--- config.mk ---
export PLATFORM = sky130hd
export DESIGN_NAME = prog_loader
export DESIGN_NICKNAME = d
export VERILOG_FILES = /design/src/rtl/prog_loader.sv
export SDC_FILE = /design/constraint.sdc
export NUM_CORES = 1
export LEC_CHECK = 0
export ABC_AREA = 1
export BUFFER_PORTS_ARGS = -buffer_cell sky130_fd_sc_hd__buf_2
export CAP_MARGIN = 0
export CORE_MARGIN = 10
export CORE_UTILIZATION = 50
export CTS_CLUSTER_SIZE = 8
export DETAILED_ROUTE_END_ITERATION = 12
export PLACE_DENSITY = 0.69
export SLEW_MARGIN = 20
export SYNTH_ARGS = -nofsm -noshare
export SYNTH_HDL_FRONTEND = slang
export SYNTH_SLANG_ARGS = --single-unit
--- constraint.sdc ---
create_clock -name clk -period 1.9 [get_ports clk]
set_input_delay 0.095 -clock clk [delete_from_list [all_inputs] [get_ports clk]]
set_output_delay 0.095 -clock clk [all_outputs]
set_load 0.02 [all_outputs]
--- src/rtl/prog_loader.sv ---
// prog_loader
//   Loads a framed program image (LEN, N data bytes, CHK) from a valid/ready
//   byte stream into program memory starting at address 0. When the 8-bit
//   checksum matches, the CPU is released to run. Until a good load completes,
//   the CPU is held stopped.
//
// Ports
//   clk        rising-edge clock, shared with the CPU
//   rst_n      asynchronous active-low reset
//   in_valid   source presents a byte
//   in_data    byte from source
//   in_ready   loader accepts a byte this cycle (combinational)
//   reload     single-cycle abort/restart request
//   mem_we     memory write strobe, one cycle per data byte (registered)
//   mem_addr   memory write address (registered, holds last value)
//   mem_wdata  memory write data (registered, holds last value)
//   cpu_run    1 = CPU may execute
//   load_err   checksum mismatch on the last load
//   busy       frame in progress (LEN received, CHK not yet)
//
// State  | meaning
// -------+--------------------------------------------------------------
// IDLE   | waiting for the LEN byte
// LOAD   | receiving data bytes and writing them to memory
// CHECK  | waiting for the CHK byte
// RUN    | image verified, CPU released; waits for reload
// ERR    | checksum mismatch, CPU held; waits for reload
module prog_loader #(
  parameter int ADDR_W = 8,
  parameter int DATA_W = 8
) (
  input  logic              clk,
  input  logic              rst_n,
  input  logic              in_valid,
  input  logic [DATA_W-1:0] in_data,
  output logic              in_ready,
  input  logic              reload,
  output logic              mem_we,
  output logic [ADDR_W-1:0] mem_addr,
  output logic [DATA_W-1:0] mem_wdata,
  output logic              cpu_run,
  output logic              load_err,
  output logic              busy
);

  // Remaining-count width must hold both any LEN value and the full 2^ADDR_W.
  localparam int CNT_W = ((ADDR_W > DATA_W) ? ADDR_W : DATA_W) + 1;
  localparam logic [CNT_W-1:0] FULL_N = CNT_W'(1) << ADDR_W;

  typedef enum logic [2:0] {
    ST_IDLE  = 3'd0,
    ST_LOAD  = 3'd1,
    ST_CHECK = 3'd2,
    ST_RUN   = 3'd3,
    ST_ERR   = 3'd4
  } state_t;

  state_t            state_q,     state_d;
  logic [ADDR_W-1:0] addr_cnt_q,  addr_cnt_d;
  logic [DATA_W-1:0] sum_q,       sum_d;
  logic [CNT_W-1:0]  rem_q,       rem_d;
  logic              mem_we_q,    mem_we_d;
  logic [ADDR_W-1:0] mem_addr_q,  mem_addr_d;
  logic [DATA_W-1:0] mem_wdata_q, mem_wdata_d;
  logic              cpu_run_q,   cpu_run_d;
  logic              load_err_q,  load_err_d;
  logic              busy_q,      busy_d;

  logic              accept;
  logic [CNT_W-1:0]  len_n;

  assign in_ready = ((state_q == ST_IDLE) || (state_q == ST_LOAD) ||
                     (state_q == ST_CHECK)) && !reload;
  assign accept   = in_valid && in_ready;

  // LEN = 0 encodes a full-size image.
  assign len_n = (in_data == '0) ? FULL_N : CNT_W'(in_data);

  always_comb begin
    state_d     = state_q;
    addr_cnt_d  = addr_cnt_q;
    sum_d       = sum_q;
    rem_d       = rem_q;
    mem_we_d    = 1'b0;
    mem_addr_d  = mem_addr_q;
    mem_wdata_d = mem_wdata_q;

    if (reload) begin
      // Memory is left as-is; only the loader bookkeeping restarts.
      state_d    = ST_IDLE;
      addr_cnt_d = '0;
      sum_d      = '0;
      rem_d      = '0;
    end else begin
      unique case (state_q)
        ST_IDLE: begin
          if (accept) begin
            rem_d      = len_n;
            addr_cnt_d = '0;
            sum_d      = '0;
            state_d    = ST_LOAD;
          end
        end
        ST_LOAD: begin
          if (accept) begin
            mem_we_d    = 1'b1;
            mem_addr_d  = addr_cnt_q;
            mem_wdata_d = in_data;
            addr_cnt_d  = addr_cnt_q + ADDR_W'(1);
            sum_d       = sum_q + in_data;
            rem_d       = rem_q - CNT_W'(1);
            if (rem_q == CNT_W'(1)) begin
              state_d = ST_CHECK;
            end
          end
        end
        ST_CHECK: begin
          if (accept) begin
            state_d = (in_data == sum_q) ? ST_RUN : ST_ERR;
          end
        end
        ST_RUN, ST_ERR: begin
        end
        default: state_d = ST_IDLE;
      endcase
    end

    // Status outputs are registered from the next state so they change on
    // the same edge as the state itself.
    cpu_run_d  = (state_d == ST_RUN);
    load_err_d = (state_d == ST_ERR);
    busy_d     = (state_d == ST_LOAD) || (state_d == ST_CHECK);
  end

  always_ff @(posedge clk or negedge rst_n) begin
    if (!rst_n) begin
      state_q     <= ST_IDLE;
      addr_cnt_q  <= '0;
      sum_q       <= '0;
      rem_q       <= '0;
      mem_we_q    <= 1'b0;
      mem_addr_q  <= '0;
      mem_wdata_q <= '0;
      cpu_run_q   <= 1'b0;
      load_err_q  <= 1'b0;
      busy_q      <= 1'b0;
    end else begin
      state_q     <= state_d;
      addr_cnt_q  <= addr_cnt_d;
      sum_q       <= sum_d;
      rem_q       <= rem_d;
      mem_we_q    <= mem_we_d;
      mem_addr_q  <= mem_addr_d;
      mem_wdata_q <= mem_wdata_d;
      cpu_run_q   <= cpu_run_d;
      load_err_q  <= load_err_d;
      busy_q      <= busy_d;
    end
  end

  assign mem_we    = mem_we_q;
  assign mem_addr  = mem_addr_q;
  assign mem_wdata = mem_wdata_q;
  assign cpu_run   = cpu_run_q;
  assign load_err  = load_err_q;
  assign busy      = busy_q;

endmodule

## Word level (Yosys, flattened, before mapping)

Cells that the tools add are included.
Widths: inputs -> output; s select.

| word-level totals | value |
|---|---|
| input port bits | 12 |
| latch bits | 0 |
| word-level logic and storage cells | 60 |
| RAM bits | 0 |
| memories kept | 0 |
| output and inout bits | 21 |
| ROM bits | 0 |
| flip-flop bits (word level) | 48 |

| cells by class | value |
|---|---|
| $mul | 0 |
| equality and inequality tests | 12 |
| divide/modulo/power cells | 0 |
| reductions and logical operators | 12 |
| add/subtract/negate cells | 3 |
| bitwise operators | 1 |
| shift-type cells | 0 |
| $lt $le $gt $ge | 0 |
| multiplexer cells | 22 |

Operators with widths:

| cell | number |
|---|---|
| $mux 8 | 5 |
| $mux 9 | 4 |
| $pmux 8 s2 | 2 |
| $mux 3 | 6 |
| $pmux 9 s2 | 1 |
| $eq 3x2->1 const B | 4 |
| $pmux 3 s4 | 1 |
| $eq 9x1->1 const B | 1 |
| $sub 9x1->9 const B | 1 |
| $add 8x1->8 const B | 1 |
| $add 8x8->8 | 1 |
| $eq 8x8->1 | 1 |
| $logic_not 8->1 | 1 |
| $eq 3x1->1 const B | 2 |
| $eq 3x3->1 const B | 2 |
| $ne 3x3->1 const B | 2 |
| $reduce_and 3->1 | 2 |
| $logic_not 3->1 | 1 |
| $logic_or 1x1->1 | 3 |
| $mux 1 | 3 |
| $reduce_bool 3->1 | 1 |
| $logic_and 1x1->1 | 2 |
| $reduce_or 2->1 | 1 |
| $logic_not 1->1 | 1 |
| $not 1->1 | 1 |

## Longest topological paths before layout

| depth | value |
|---|---|
| depth in word-level cells | 10 |
| mapped depth | 13 |
| gate-level depth less buffers | 13 |

## Least setup slack after synthesis

Ideal clock, no wire load.

| timing path | value |
|---|---|
| path kind | register to register |
| from | reg rem_q[0] |
| to | reg rem_q[6] |
| path buffers | 0 |
| cell stages (with the launch flop) | 10 |
| library setup time | 130 ps |
| path slack | 368 ps |
| period minus slack after synthesis | 1532 ps |
| data arrival time | 1402 ps |
| data required time | 1770 ps |
| cells stage by stage | dfrtp_1 > inv_1 > ha_1 > inv_1 > nor3_1 > nand2_1 > o21ai_0 > nand3_1 > o211ai_1 > o21ai_0 |

| on the way | value |
|---|---|
| longest elaborated chain between the ends | 4 |

RTL lines:

| what | RTL line | source |
|---|---|---|
| start: declaration | 61 | `logic [CNT_W-1:0] rem_q, rem_d;` |
| start signal: assignment | 151 | `rem_q <= rem_d;` |
| $sub 9x1->9 | 111 | `rem_d = rem_q - CNT_W'(1);` |
| $mux 9 | 105 | `if (accept) begin` |
| $pmux 9 s2 | 95 | `unique case (state_q)` |
| $mux 9 | 88 | `if (reload) begin` |

Every way passes these cells. The select of a mux whose other input is x is not followed.
A chain may end at the register's enable or synchronous reset.

## Worst setup path in the final report

| timing path | value |
|---|---|
| from | reg sum_q[3] |
| to | reg busy_q, in the netlist busy |

| on the way | value |
|---|---|
| longest elaborated chain between the ends | 7 |

RTL lines:

| what | RTL line | source |
|---|---|---|
| start: declaration | 60 | `logic [DATA_W-1:0] sum_q, sum_d;` |
| start signal: assignment | 150 | `sum_q <= sum_d;` |
| $eq 8x8->1 * | 119 | `state_d = (in_data == sum_q) ? ST_RUN : ST_ERR;` |
| $mux 3 * | 119 |  |
| $mux 3 * | 118 | `if (accept) begin` |
| $pmux 3 s4 * | 95 |  |
| $mux 3 * | 88 |  |
| $eq 3x1->1 or $eq 3x2->1 (tied branches) | 132 | `busy_d = (state_d == ST_LOAD) \|\| (state_d == ST_CHECK);` |
| $logic_or 1x1->1 * | 132 |  |
| via busy_d | 67 | `logic busy_q, busy_d;` |
| end signal: assignment | 157 | `busy_q <= busy_d;` |
| end: declaration | 67 |  |

Mark *: on every way through the listed nets, which the timed path passes. The rest lies on a longest branch.

==> run_results.csv <==
group,metric,value,unit
place,dp_hpwl,4443,um
min_path,min_path_type,"primary input to flop",
sta,slew-limit-headroom,0.6889,
yosys,ys_warn_count,0,
global_route,grt_usage,0.1486,
clock_network,numCtsBuffers,5,
yosys,ys.flop_type,"dfrtp_1",
clock_network,path_clk_slew,90,ps
setup_path,worst_ep_arrival_time,1890,ps
clock_network,h-tree-depth,2,
clock_network,clkLatencyLatePin,300,ps
floorplanning,initial_core_util,0.5101,
yosys,synth-async-reset-ratio,1.000,
drt,drt-pass1-iter-count,5,
setup_path,cp_slowest_stage_delay,400,ps
place,preCtsSetupSlack,178.3,ps
cells_and_area,syn2layout_area_growth,15.22,%
floorplanning,dieWidth,91.96,um
sta,fmax,0.5902,GHz
global_route,grt_pass1_wl,10530,um
clock_network,clock_sinks,48,
drt,final_antenna_net_count,0,
yosys,syn_area_per_cell,7.892,sq um
setup_path,cp.required,2100,ps
floorplanning,die_area,8456,sq um
clock_network,cts_tree,"built",
setup_path,cp_cell_sequence,"ha_1 -> inv_1 -> nand2_1 -> nor2_1 -> nand3_1 -> nand2_1 -> nand2_1 -> nand2_1 -> nand2_1 -> nand3_1 -> nand2_1",
floorplanning,io_pins,33,
yosys,synth_top_cell_by_area,"dfrtp_1",
global_route,grt_pass1_vias,2172,
yosys,synthCells,328,
sta,hold_viol,0,
drt,post_drt_wl_per_cell,13.65,um
run,maxCapViolCount,0,
yosys,synth_area_leaders,"dfrtp_1 46%, nand2_1 12%, o21ai_0 6.2%",
sta,tightestPinTransition,466.0,ps
cells_and_area,diodes,0,
place,portBuffers,32,
outcome,outcome,"complete, no violations",
setup_path,path_max_fanout,5,
sta,hold_slack,45.33,ps
floorplanning,die_h,91.96,um
power,powerDensity,897.7,nW/um^2
cells_and_area,final_nets,389,
sta,finalCritPeriodShare,0.8917,
drt,via_count,2249,
sta,fin_setup_tns,0,ps
yosys,synth-seq-cells,48,
clock_network,cts_root_buf,"clkbuf_8",
sta,worst_slack,205.7,ps
drt,vias_per_cell,5.146,
yosys,syn_nets,351,
setup_path,startpoint_type,"flop",
yosys,synth.most_common_cell,"nand2_1",
global_route,grt_start_max_net_pins,33,
setup_path,cp-end-kind,"flop",
setup_path,cpMaxStageDelayCell,"dfrtp_1",
sta,final_max_slew_viol_count,0,
yosys,syn-cell-area,2589,sq um
floorplanning,core-area,5075,sq um
cells_and_area,drive_gt1_frac,0.1635,
yosys,synth_enable_flop_cells,0,
yosys,yosys-top-cells-count,"85 x nand2_1, 48 x dfrtp_1, 42 x inv_1",
sta,setup_viol,0,
drt,drc,0,
yosys,synth_top_area_share,0.4640,
sta,finClkSkew,6.638,ps
power,max-vdd-ir-drop,0.4463,mV
place,gp_congestion,0.8906,
floorplanning,placementRows,26,
sta,rsz0062_at_grt,"no",
sta,fin_crit,1694,ps
setup_path,critPathKind,"flop to flop",
drt,drt_wl_total,5967,um
yosys,seq_area_frac_synth,0.4640,
drt,drt_iter0_drc,147,
global_route,grt-ovfl-total,0,
setup_path,path_common_cell,"nand2_1",
yosys,yosysUniqueCellTypes,32,
power,p_leak,1.535,nW
global_route,antenna_found_initial,0,
clock_network,clock_path_buffers,2,
-- power breakdown --
part	switching, W	leakage, nW	internal [W]
sequential	0.0000630	0.644	0.00113
clock	0.000363	0.0687	0.000530
combinational	0.000397	0.823	0.000197
total	0.000822	1.54	0.00186
-- cells in the final DEF (no fill, tap or decap), types with 2 or more instances in the layout --
master / count
bufinv_16: 2
o21bai_1: 2
inv_2: 6
o221ai_1: 2
dfrtp_1: 48
nand2_1: 85
nor3_2: 2
o211ai_1: 2
inv_1: 42
buf_4: 5
nor4_1: 2
buf_2: 32
o22ai_1: 2
nor2_1: 24
ha_1: 10
nand4_1: 6
o21ai_0: 32
a21oi_1: 14
nor3_1: 6
o21ai_1: 5
nand3_1: 15
clkbuf_8: 5
nor2_4: 2
nor2_2: 2
a31oi_1: 4
-- repair_timing --
action	CTS	global route
resized for setup	0	1
hold endpoints to repair	19	0
endpoints found under the setup margin	0	2
hold buffers	1	0
buffers inserted	0	0
-- registers in the layout (all words and copies together), names as in the netlist --
register and flops:
cpu_run 1, sum_q 8, mem_we 1, mem_wdata 8
state_q 3, load_err 1, addr_cnt_q 8, mem_addr 8
rem_q 9, busy 1
-- final cells by class --
type	count	area (sq um)
Clock inverter	3	68.82
Clock buffer	5	68.82
Timing Repair Buffer	38	207.7
Tap cell	70	87.58
Sequential cell	48	1201
Inverter	48	180.2
Multi-Input combinational cell	225	1169
Fill cell	497	2092
-- final timing paths --
check / end / slack, ps / startpoint / depth (start not counted)
max: busy / 210 / sum_q[3] / 11
min reg2reg: mem_wdata[3] / 480 / mem_wdata[3] / 2
min in group asynchronous: mem_addr[6] / 260 / rst_n / 2
min: state_q[2] / 50 / reload / 2
max in group asynchronous: state_q[1] / 1080 / rst_n / 3
max reg2reg: busy / 210 / sum_q[3] / 11
-- worst max-delay path, delay by kind of cell, from the launching register on --
family,cells,cell delay [ps]
fa+ha+maj,1,340
buf+inv,1,110
simple gates,9,730
flops,1,400
-- routing by layer --
metal	global-route usage	vias up	wire length, um
met5	0	-	0
met4	0.03856	0	67
met3	0.04075	6	377
met2	0.2247	66	2609
met1	0.2045	1031	2912
li1	-	1146	-
-- per-stage QoR --
step | total power [W] | std cells | utilization | cell area, sq um
global placement | 0.001798 | 428 | 0.5577 | 2830
floorplan | 0.001596 | 328 | - | 2589
detailed placement | 0.001807 | 428 | 0.5577 | 2830
finish | 0.002678 | 437 | 0.5878 | 2983
global route | 0.002842 | 437 | 0.5878 | 2983
CTS | 0.002703 | 437 | 0.5868 | 2978
-- logic make-up after synthesis --
kind of cell / after synthesis / synth area share
adders and majority gates: 11 / 0.05607
xor gates and xnor gates: 1 / 0.003384
buffers and inverters: 55 / 0.08651
and+or+nand+nor: 147 / 0.2489
AOI/OAI and AO/OA: 66 / 0.1411
DFF: 48 / 0.4640
No activity file was read; power rests on OpenSTA's default activity.
